--- config.mk ---
export PLATFORM = sky130hd
export DESIGN_NAME = fetch_mem_unit
export DESIGN_NICKNAME = d
export VERILOG_FILES = /design/src/rtl/fetch_mem_pkg.sv /design/src/rtl/fetch_mem_unit_pc_reg.sv /design/src/rtl/fetch_mem_unit.sv
export SDC_FILE = /design/constraint.sdc
export NUM_CORES = 1
export LEC_CHECK = 0
export CAP_MARGIN = 10
export CORE_MARGIN = 4
export CORE_UTILIZATION = 46
export DETAILED_ROUTE_END_ITERATION = 6
export MAX_ROUTING_LAYER = met4
export PLACE_DENSITY = 0.95
export REMOVE_ABC_BUFFERS = 1
export SLEW_MARGIN = 40
export SYNTH_ARGS = -nofsm -noshare
export SYNTH_HDL_FRONTEND = slang
export SYNTH_SLANG_ARGS = --single-unit
--- constraint.sdc ---
create_clock -name CLK -period 5.8 [get_ports CLK]
set_input_delay 1.45 -clock CLK [delete_from_list [all_inputs] [get_ports CLK]]
set_output_delay 1.45 -clock CLK [all_outputs]
set_load 0.01 [all_outputs]
--- src/rtl/fetch_mem_pkg.sv ---
// rtl/fetch_mem_pkg.sv - shared types and instruction field positions for the fetch/memory unit
package fetch_mem_pkg;

    typedef enum logic [1:0] {
        IDLE       = 2'd0,
        FETCH_WAIT = 2'd1,
        DATA_WAIT  = 2'd2
    } fm_state_e;

    // 16-bit instruction encoding; consumed by downstream decode, not by this unit
    localparam int CTRL_MSB = 15;
    localparam int CTRL_LSB = 12;
    localparam int REGA_MSB = 11;
    localparam int REGA_LSB = 8;
    localparam int REGB_MSB = 7;
    localparam int REGB_LSB = 4;
    localparam int REGD_MSB = 3;
    localparam int REGD_LSB = 0;
    localparam int IMM_MSB  = 7;
    localparam int IMM_LSB  = 0;

endpackage

--- src/rtl/fetch_mem_unit_pc_reg.sv ---
// rtl/fetch_mem_unit_pc_reg.sv - program counter with reset, load and increment
module pc_reg
    import fetch_mem_pkg::*;
#(
    parameter int ADDR_W   = 16,
    parameter int RESET_PC = 0,
    parameter int PC_INC   = 2
) (
    input  logic              clk,
    input  logic              resetn,
    input  logic              load,
    input  logic [ADDR_W-1:0] load_val,
    input  logic              inc,
    output logic [ADDR_W-1:0] pc
);

    logic [ADDR_W-1:0] pc_q;
    logic [ADDR_W-1:0] pc_d;

    // load beats increment; the add wraps naturally at ADDR_W bits
    always_comb begin
        pc_d = pc_q;
        if (load) begin
            pc_d = load_val;
        end else if (inc) begin
            pc_d = pc_q + ADDR_W'(PC_INC);
        end
    end

    // reset has the highest priority of all
    always_ff @(posedge clk) begin
        if (!resetn) begin
            pc_q <= ADDR_W'(RESET_PC);
        end else begin
            pc_q <= pc_d;
        end
    end

    assign pc = pc_q;

endmodule

--- src/rtl/fetch_mem_unit.sv ---
// rtl/fetch_mem_unit.sv - PC/IR/MDR datapath with req/ack memory port and access FSM
module fetch_mem_unit
    import fetch_mem_pkg::*;
#(
    parameter int DATA_W   = 16,
    parameter int ADDR_W   = 16,
    parameter int RESET_PC = 0,
    parameter int PC_INC   = 2,
    parameter int MAX_WAIT = 15
) (
    input  logic              CLK,
    input  logic              RST_N,
    input  logic              fetch_req,
    input  logic              data_req,
    input  logic              data_we,
    input  logic [ADDR_W-1:0] data_addr,
    input  logic [DATA_W-1:0] data_wdata,
    input  logic              pc_write,
    input  logic [ADDR_W-1:0] pc_new,
    output logic [ADDR_W-1:0] pc,
    output logic [DATA_W-1:0] ir,
    output logic [DATA_W-1:0] mdr,
    output logic              busy,
    output logic              done,
    output logic              err,
    output logic              mem_req,
    output logic              mem_we,
    output logic [ADDR_W-1:0] mem_addr,
    output logic [DATA_W-1:0] mem_wdata,
    input  logic              mem_ack,
    input  logic [DATA_W-1:0] mem_rdata
);

    // counter only needs to reach MAX_WAIT-1; the next ack-less cycle is the timeout
    localparam int CNT_W = (MAX_WAIT > 1) ? $clog2(MAX_WAIT) : 1;

    fm_state_e         state_q, state_d;
    logic              mem_req_q, mem_req_d;
    logic              mem_we_q, mem_we_d;
    logic [ADDR_W-1:0] mem_addr_q, mem_addr_d;
    logic [DATA_W-1:0] mem_wdata_q, mem_wdata_d;
    logic [DATA_W-1:0] ir_q, ir_d;
    logic [DATA_W-1:0] mdr_q, mdr_d;
    logic              busy_q, busy_d;
    logic              done_q, done_d;
    logic              err_q, err_d;
    logic [CNT_W-1:0]  cnt_q, cnt_d;
    logic              pc_inc;
    logic              ack_edge;
    logic              timeout_hit;

    assign ack_edge    = mem_req_q && mem_ack;
    assign timeout_hit = (MAX_WAIT != 0) && mem_req_q && !mem_ack
                         && (cnt_q == CNT_W'(MAX_WAIT - 1));

    // next-state and datapath updates for the access FSM
    always_comb begin
        state_d     = state_q;
        mem_req_d   = mem_req_q;
        mem_we_d    = mem_we_q;
        mem_addr_d  = mem_addr_q;
        mem_wdata_d = mem_wdata_q;
        ir_d        = ir_q;
        mdr_d       = mdr_q;
        busy_d      = busy_q;
        cnt_d       = cnt_q;
        done_d      = 1'b0;
        err_d       = 1'b0;
        pc_inc      = 1'b0;
        case (state_q)
            IDLE: begin
                if (fetch_req) begin
                    mem_addr_d = pc;
                    mem_we_d   = 1'b0;
                    mem_req_d  = 1'b1;
                    busy_d     = 1'b1;
                    cnt_d      = '0;
                    state_d    = FETCH_WAIT;
                end else if (data_req) begin
                    mem_addr_d  = data_addr;
                    mem_we_d    = data_we;
                    mem_wdata_d = data_wdata;
                    mem_req_d   = 1'b1;
                    busy_d      = 1'b1;
                    cnt_d       = '0;
                    state_d     = DATA_WAIT;
                end
            end
            FETCH_WAIT, DATA_WAIT: begin
                if (ack_edge) begin
                    mem_req_d = 1'b0;
                    busy_d    = 1'b0;
                    done_d    = 1'b1;
                    cnt_d     = '0;
                    state_d   = IDLE;
                    if (state_q == FETCH_WAIT) begin
                        ir_d   = mem_rdata;
                        pc_inc = 1'b1;
                    end else if (!mem_we_q) begin
                        mdr_d = mem_rdata;
                    end
                end else if (timeout_hit) begin
                    mem_req_d = 1'b0;
                    busy_d    = 1'b0;
                    err_d     = 1'b1;
                    cnt_d     = '0;
                    state_d   = IDLE;
                end else if (MAX_WAIT != 0) begin
                    cnt_d = cnt_q + 1'b1;
                end
            end
            default: begin
                state_d   = IDLE;
                mem_req_d = 1'b0;
                busy_d    = 1'b0;
            end
        endcase
    end

    // register all FSM state and outputs; reset aborts any access silently
    always_ff @(posedge CLK) begin
        if (!RST_N) begin
            state_q     <= IDLE;
            mem_req_q   <= 1'b0;
            mem_we_q    <= 1'b0;
            mem_addr_q  <= '0;
            mem_wdata_q <= '0;
            ir_q        <= '0;
            mdr_q       <= '0;
            busy_q      <= 1'b0;
            done_q      <= 1'b0;
            err_q       <= 1'b0;
            cnt_q       <= '0;
        end else begin
            state_q     <= state_d;
            mem_req_q   <= mem_req_d;
            mem_we_q    <= mem_we_d;
            mem_addr_q  <= mem_addr_d;
            mem_wdata_q <= mem_wdata_d;
            ir_q        <= ir_d;
            mdr_q       <= mdr_d;
            busy_q      <= busy_d;
            done_q      <= done_d;
            err_q       <= err_d;
            cnt_q       <= cnt_d;
        end
    end

    pc_reg #(
        .ADDR_W  (ADDR_W),
        .RESET_PC(RESET_PC),
        .PC_INC  (PC_INC)
    ) u_pc_reg (
        .clk     (CLK),
        .resetn  (RST_N),
        .load    (pc_write),
        .load_val(pc_new),
        .inc     (pc_inc),
        .pc      (pc)
    );

    assign ir        = ir_q;
    assign mdr       = mdr_q;
    assign busy      = busy_q;
    assign done      = done_q;
    assign err       = err_q;
    assign mem_req   = mem_req_q;
    assign mem_we    = mem_we_q;
    assign mem_addr  = mem_addr_q;
    assign mem_wdata = mem_wdata_q;

endmodule

==> Yosys cells after proc, flatten, opt, wreduce, memory -nomap -nowiden <==
Cells that the tools add are included.
{ "word_totals": {"ff_bits": 90, "input_bits": 71, "out_inout_bits": 85, "wordCells": 66} }
{ "op_classes": {"add_sub_neg": 2, "eq_ne": 5, "muxes": 26, "n_bitwise": 5, "n_reduce_logical": 17} }
{ "op_table": {"columns": ["op", "n"], "rows": [
  ["$mux W16", 4],
  ["$add A16 B2 Y16 const B", 1],
  ["$mux W4", 4],
  ["$mux W1", 11],
  ["$mux W2", 4],
  ["$pmux W4 S2", 1],
  ["$reduce_and A2 Y1", 4],
  ["$ne A3 B3 Y1 const B", 2],
  ["$reduce_and A3 Y1", 2],
  ["$reduce_bool A2 Y1", 3],
  ["$not A1 Y1", 5],
  ["$add A4 B1 Y4 const B", 1],
  ["$eq A4 B4 Y1 const B", 1],
  ["$pmux W2 S2", 1],
  ["$reduce_and A4 Y1", 1],
  ["$logic_and A1 B1 Y1", 3],
  ["$reduce_or A3 Y1", 1],
  ["$eq A2 B1 Y1 const B", 1],
  ["$eq A2 B2 Y1 const B", 1],
  ["$logic_not A2 Y1", 1],
  ["$pmux W1 S2", 1],
  ["$reduce_or A2 Y1", 1],
  ["$logic_not A1 Y1", 1]
]} }

==> Longest topological paths before layout <==
{ "logic_depth": {"depth_word": 6, "ltp_mapped": 8, "ltp_nobuf": 6} }

==> By module <==
Synthesis repeated with hierarchy kept, for this count alone.
{ "hier_totals": {"cells_unflattened": 444, "hier_area_um2": 3841.2} }
{ "by_module_without_submodules": {"columns": ["mod", "instances", "cells_each", "area_each_um2", "seq_area_each_um2"], "rows": [
  ["fetch_mem_unit", 1, 349, 3017.9, 1481.4],
  ["pc_reg", 1, 95, 823.3, 320.3]
]} }

==> Least setup slack after synthesis <==
No wires, ideal clock.
{ "synth_timing": {"path_type": "input to register", "start": "input fetch_req", "end": "register cnt_q[3]", "setup_ns": 0.070, "arrival_time_ns": 2.539, "required_time_ns": 5.730, "path_slack_ns": 3.190, "cell_stages": 5, "n_path_buf": 1, "cell_sequence": "buf_2 -> o21ai_1 -> o21a_1 -> or4_1 -> a21oi_1"} }
{ "synth_between": {"elab_chain_cells": 2, "word_cells_on_any_way": 4, "classes_between": "1 x eq/ne; 2 x mux; 1 x reduce/logical"} }
{ "synth_lines": {"columns": ["item", "line_no", "source"], "rows": [
  ["from (decl)", "fetch_mem_unit.sv:13", "input logic fetch_req,"],
  ["$mux W4 or $ne A3 B3 Y1 (tied branches)", null, null],
  ["$pmux W4 S2 or $reduce_and A2 Y1 (tied branches)", null, null],
  ["to (signal assigned)", "fetch_mem_unit.sv:145", "cnt_q <= cnt_d;"],
  ["to (decl)", "fetch_mem_unit.sv:47", "logic [CNT_W-1:0] cnt_q, cnt_d;"]
]} }
Parallel ways exist; a longest one is shown, timed or not.
A chain may end at the register's enable or synchronous reset.

==> Worst setup path after layout <==
{ "layout_timing": {"start": "input mem_ack", "end": "register u_pc_reg.pc_q[14], in the netlist u_pc_reg.pc[14]"} }
{ "layout_between": {"elab_chain_cells": 4} }
{ "layout_lines": {"columns": ["item", "line_no", "source"], "rows": [
  ["from (decl)", "fetch_mem_unit.sv:30", "input logic mem_ack,"],
  ["$logic_and A1 B1 Y1", "fetch_mem_unit.sv:52", "assign ack_edge = mem_req_q && mem_ack;"],
  ["$mux W1", "fetch_mem_unit.sv:90", "if (ack_edge) begin"],
  ["$mux W1", "fetch_mem_unit.sv:70", "case (state_q)"],
  ["$reduce_bool A2 Y1 (no source line)", null, null],
  ["to (signal assigned)", "fetch_mem_unit_pc_reg.sv:33", "pc_q <= ADDR_W'(RESET_PC);"],
  ["to (signal assigned)", "fetch_mem_unit_pc_reg.sv:35", "pc_q <= pc_d;"],
  ["to (decl)", "fetch_mem_unit_pc_reg.sv:17", "logic [ADDR_W-1:0] pc_q;"]
]} }
Every way passes these cells.

==> results.json <==
{
  "layout.nets": 660,
  "totalWireLength_um": 11040,
  "die_w_um": 98.46,
  "syn-cell-area_um2": 3764,
  "setup_viol": 0,
  "synth_common_cells": "nand2_1 (112), dfxtp_1 (90), a21oi_1 (35), a21boi_0 (27), nor2_1 (24)",
  "wl_per_cell_um": 15.99,
  "synth-seq-cells": 90,
  "grt_max_degree": 46,
  "vias": 3724,
  "power-per-cell-area_nw_per_um2": 299.1,
  "synthArstFlopShare": 0,
  "start_kind": "primary input",
  "hold_buffers": 0,
  "pre_cts_ws_ps": 2243,
  "rrSetupSlack_ps": 3540,
  "cts_buffers": 9,
  "clock-root-buffer": "clkbuf_8",
  "timing.rr.end": "u_pc_reg.pc[14]$_SDFFE_PN0P_",
  "post_cts_resize_count": 0,
  "fin_ws_ps": 2571,
  "grt_overflow": 0,
  "status": "complete, no violations",
  "avgSynthCellArea_um2": 8.477,
  "grt_first_pass_wirelength_um": 17760,
  "clock_latency_ps": 350,
  "clock.fmax_mhz": 309.7,
  "tritoncts": "done",
  "crit_path_start": "mem_ack",
  "cp.required_ps": 6080,
  "slew_headroom": 0.5050,
  "grt_usage": 0.2299,
  "ys_seq_area_frac": 0.4787,
  "critPathCapture": "u_pc_reg.pc[14]$_SDFFE_PN0P_",
  "area_growth_pct": 48.11,
  "critPathArrivalTime_ps": 3510,
  "synthDistinctLibCells": 43,
  "drive_gt1_frac": 0.04252,
  "ys_warn_count": 0,
  "first_pass_iters": 5,
  "die_h_um": 98.46,
  "diodes": 0,
  "period_needed_ps": 3229,
  "io_buffers": 155,
  "synth_edf_count": 0,
  "fillCellCount": 583,
  "gp_congestion": 0.8660,
  "p_leak_nw": 1.955,
  "path_class": "primary input to flop",
  "ir_worst_vdd_v": 0.0001547,
  "path_clk_slew_ps": 90,
  "synth_most_common_cell": "nand2_1",
  "drv_slew": 0,
  "drt-vias-per-instance": 5.397,
  "dieArea_um2": 9693,
  "cts_buffer_depth": 2,
  "period_share": 0.5568,
  "grt_pass1_vias": 3707,
  "placementRows": 32,
  "skew_ps": 6.576,
  "io_pins": 156,
  "cp-end-kind": "flop",
  "synth_area_leaders": "dfxtp_1 (48%), nand2_1 (11%), a21boi_0 (5.4%)",
  "cp_max_fo": 20,
  "postRouteAntennaNets": 0,
  "reg2reg_from": "state_q[1]$_SDFFE_PN0P_",
  "initial_core_util": 0.4796,
  "cap_violations": 0,
  "core_um2": 7848,
  "finalSetupTns_ps": 0,
  "drtIter0Drc": 148,
  "antenna_found_initial": 0,
  "yosysTopAreaCell": "dfxtp_1",
  "synth_cells": 444,
  "rsz0062_at_grt": "false",
  "ys.flop_type": "dfxtp_1",
  "hpwl_um": 8126,
  "cts.sinks": 90,
  "h-tree-depth": 3,
  "cts_setup_buffers": 0,
  "final_hold_viol_count": 0,
  "reg2regPathDepth": 6,
  "yosysTopAreaCellShare": 0.4787,
  "drc_errors": 0,
  "hold_path.class": "flop to flop",
  "worstMarginPinSlew_ps": 742.5
}
-- metal layers --
metal / track usage / wire, µm / part of all wire / vias up
met2: 0.3822 / 5453 / 0.49 / 145
met3: 0.05025 / 685 / 0.062 / 22
met4: 0.07563 / 217 / 0.020 / 0
met1: 0.2776 / 4679 / 0.42 / 1755
li1: - / - / - / 1802
met5: - / 0 / 0 / -
-- logic make-up (layout without fill, tap and decap cells) --
family,after synthesis,after routing,share of synthesized area
AO/OA/AOI/OAI,106,106,0.1809
XOR/XNOR,12,12,0.02793
buffers and inverters,38,182,0.04155
adder cells (fa/ha/maj),5,5,0.01662
AND/OR/NAND/NOR,174,174,0.2038
flip-flops,90,90,0.4787
multiplexers,19,19,0.05053
-- power breakdown --
group | total, mW | leakage, nW | internal, mW | switching, mW
Combinational | 0.465 | 1.12 | 0.230 | 0.235
Sequential | 0.738 | 0.736 | 0.685 | 0.0529
Clock | 0.464 | 0.0979 | 0.242 | 0.223
-- final cells by class --
type	instances	area [µm²]	share of cell area
clock inverter	6	91.34	0.01639
inverter	8	30.03	0.005387
multi-input combinational	316	1818	0.3261
sequential	90	1802	0.3232
clock buffer	9	123.9	0.02222
tap	102	127.6	0.02290
timing repair buffer	159	1582	0.2837
-- placed cells by master, fill, tap and decap left out, types with 2 or more instances in the layout --
cell type and count:
ha_1 5, mux2i_1 19, clkdlybuf4s50_1 155, nand3_1 7, o31ai_1 2, clkinvlp_4 3, inv_1 6, a21oi_1 35
bufinv_16 2, nand3b_1 2, xnor2_1 11, a21boi_0 27, buf_4 4, dfxtp_1 90, nor4_1 4, nand4b_1 2
nand2_1 112, a211oi_1 14, or4_1 4, a31oi_1 4, o211a_1 3, o21ai_0 14, nand4_1 5, nor3_1 4
nor2_1 24, clkbuf_8 9, nor2b_1 2
-- critical path, stage by stage --
cell	delay, ps
clkdlybuf4s50_1	550
and3_1	670
nand3_1	180
or4_1	480
a31oi_1	170
-- worst min path at each step --
stage	slack [ps]	depth (start not counted)	from	endpoint
2_1_floorplan	440	2	state_q[1]$_SDFFE_PN0P_	state_q[1]$_SDFFE_PN0P_
3_3_place_gp	440	2	mem_wdata[6]$_SDFFE_PN0P_	mem_wdata[6]$_SDFFE_PN0P_
3_5_place_dp	450	2	mem_wdata[0]$_SDFFE_PN0P_	mem_wdata[0]$_SDFFE_PN0P_
4_1_cts	460	2	mem_wdata[0]$_SDFFE_PN0P_	mem_wdata[0]$_SDFFE_PN0P_
5_1_grt	480	2	mem_wdata[0]$_SDFFE_PN0P_	mem_wdata[0]$_SDFFE_PN0P_
6_report	460	2	mdr[0]$_SDFFE_PN0P_	mdr[0]$_SDFFE_PN0P_
-- through the flow --
stage	instance area [µm²]	util	power [mW]	cells	hold WS, ps
5_1_grt	5574	0.7103	1.754	690	483.9
3_3_place_gp	5349	0.6816	1.184	675	442.1
2_1_floorplan	3637	-	0.9599	414	436.7
3_5_place_dp	5354	0.6822	1.216	675	450.2
4_1_cts	5569	0.7097	1.674	690	462.6
6_report	5574	0.7103	1.667	690	463.0
Power figures use the tool's default switching activity.
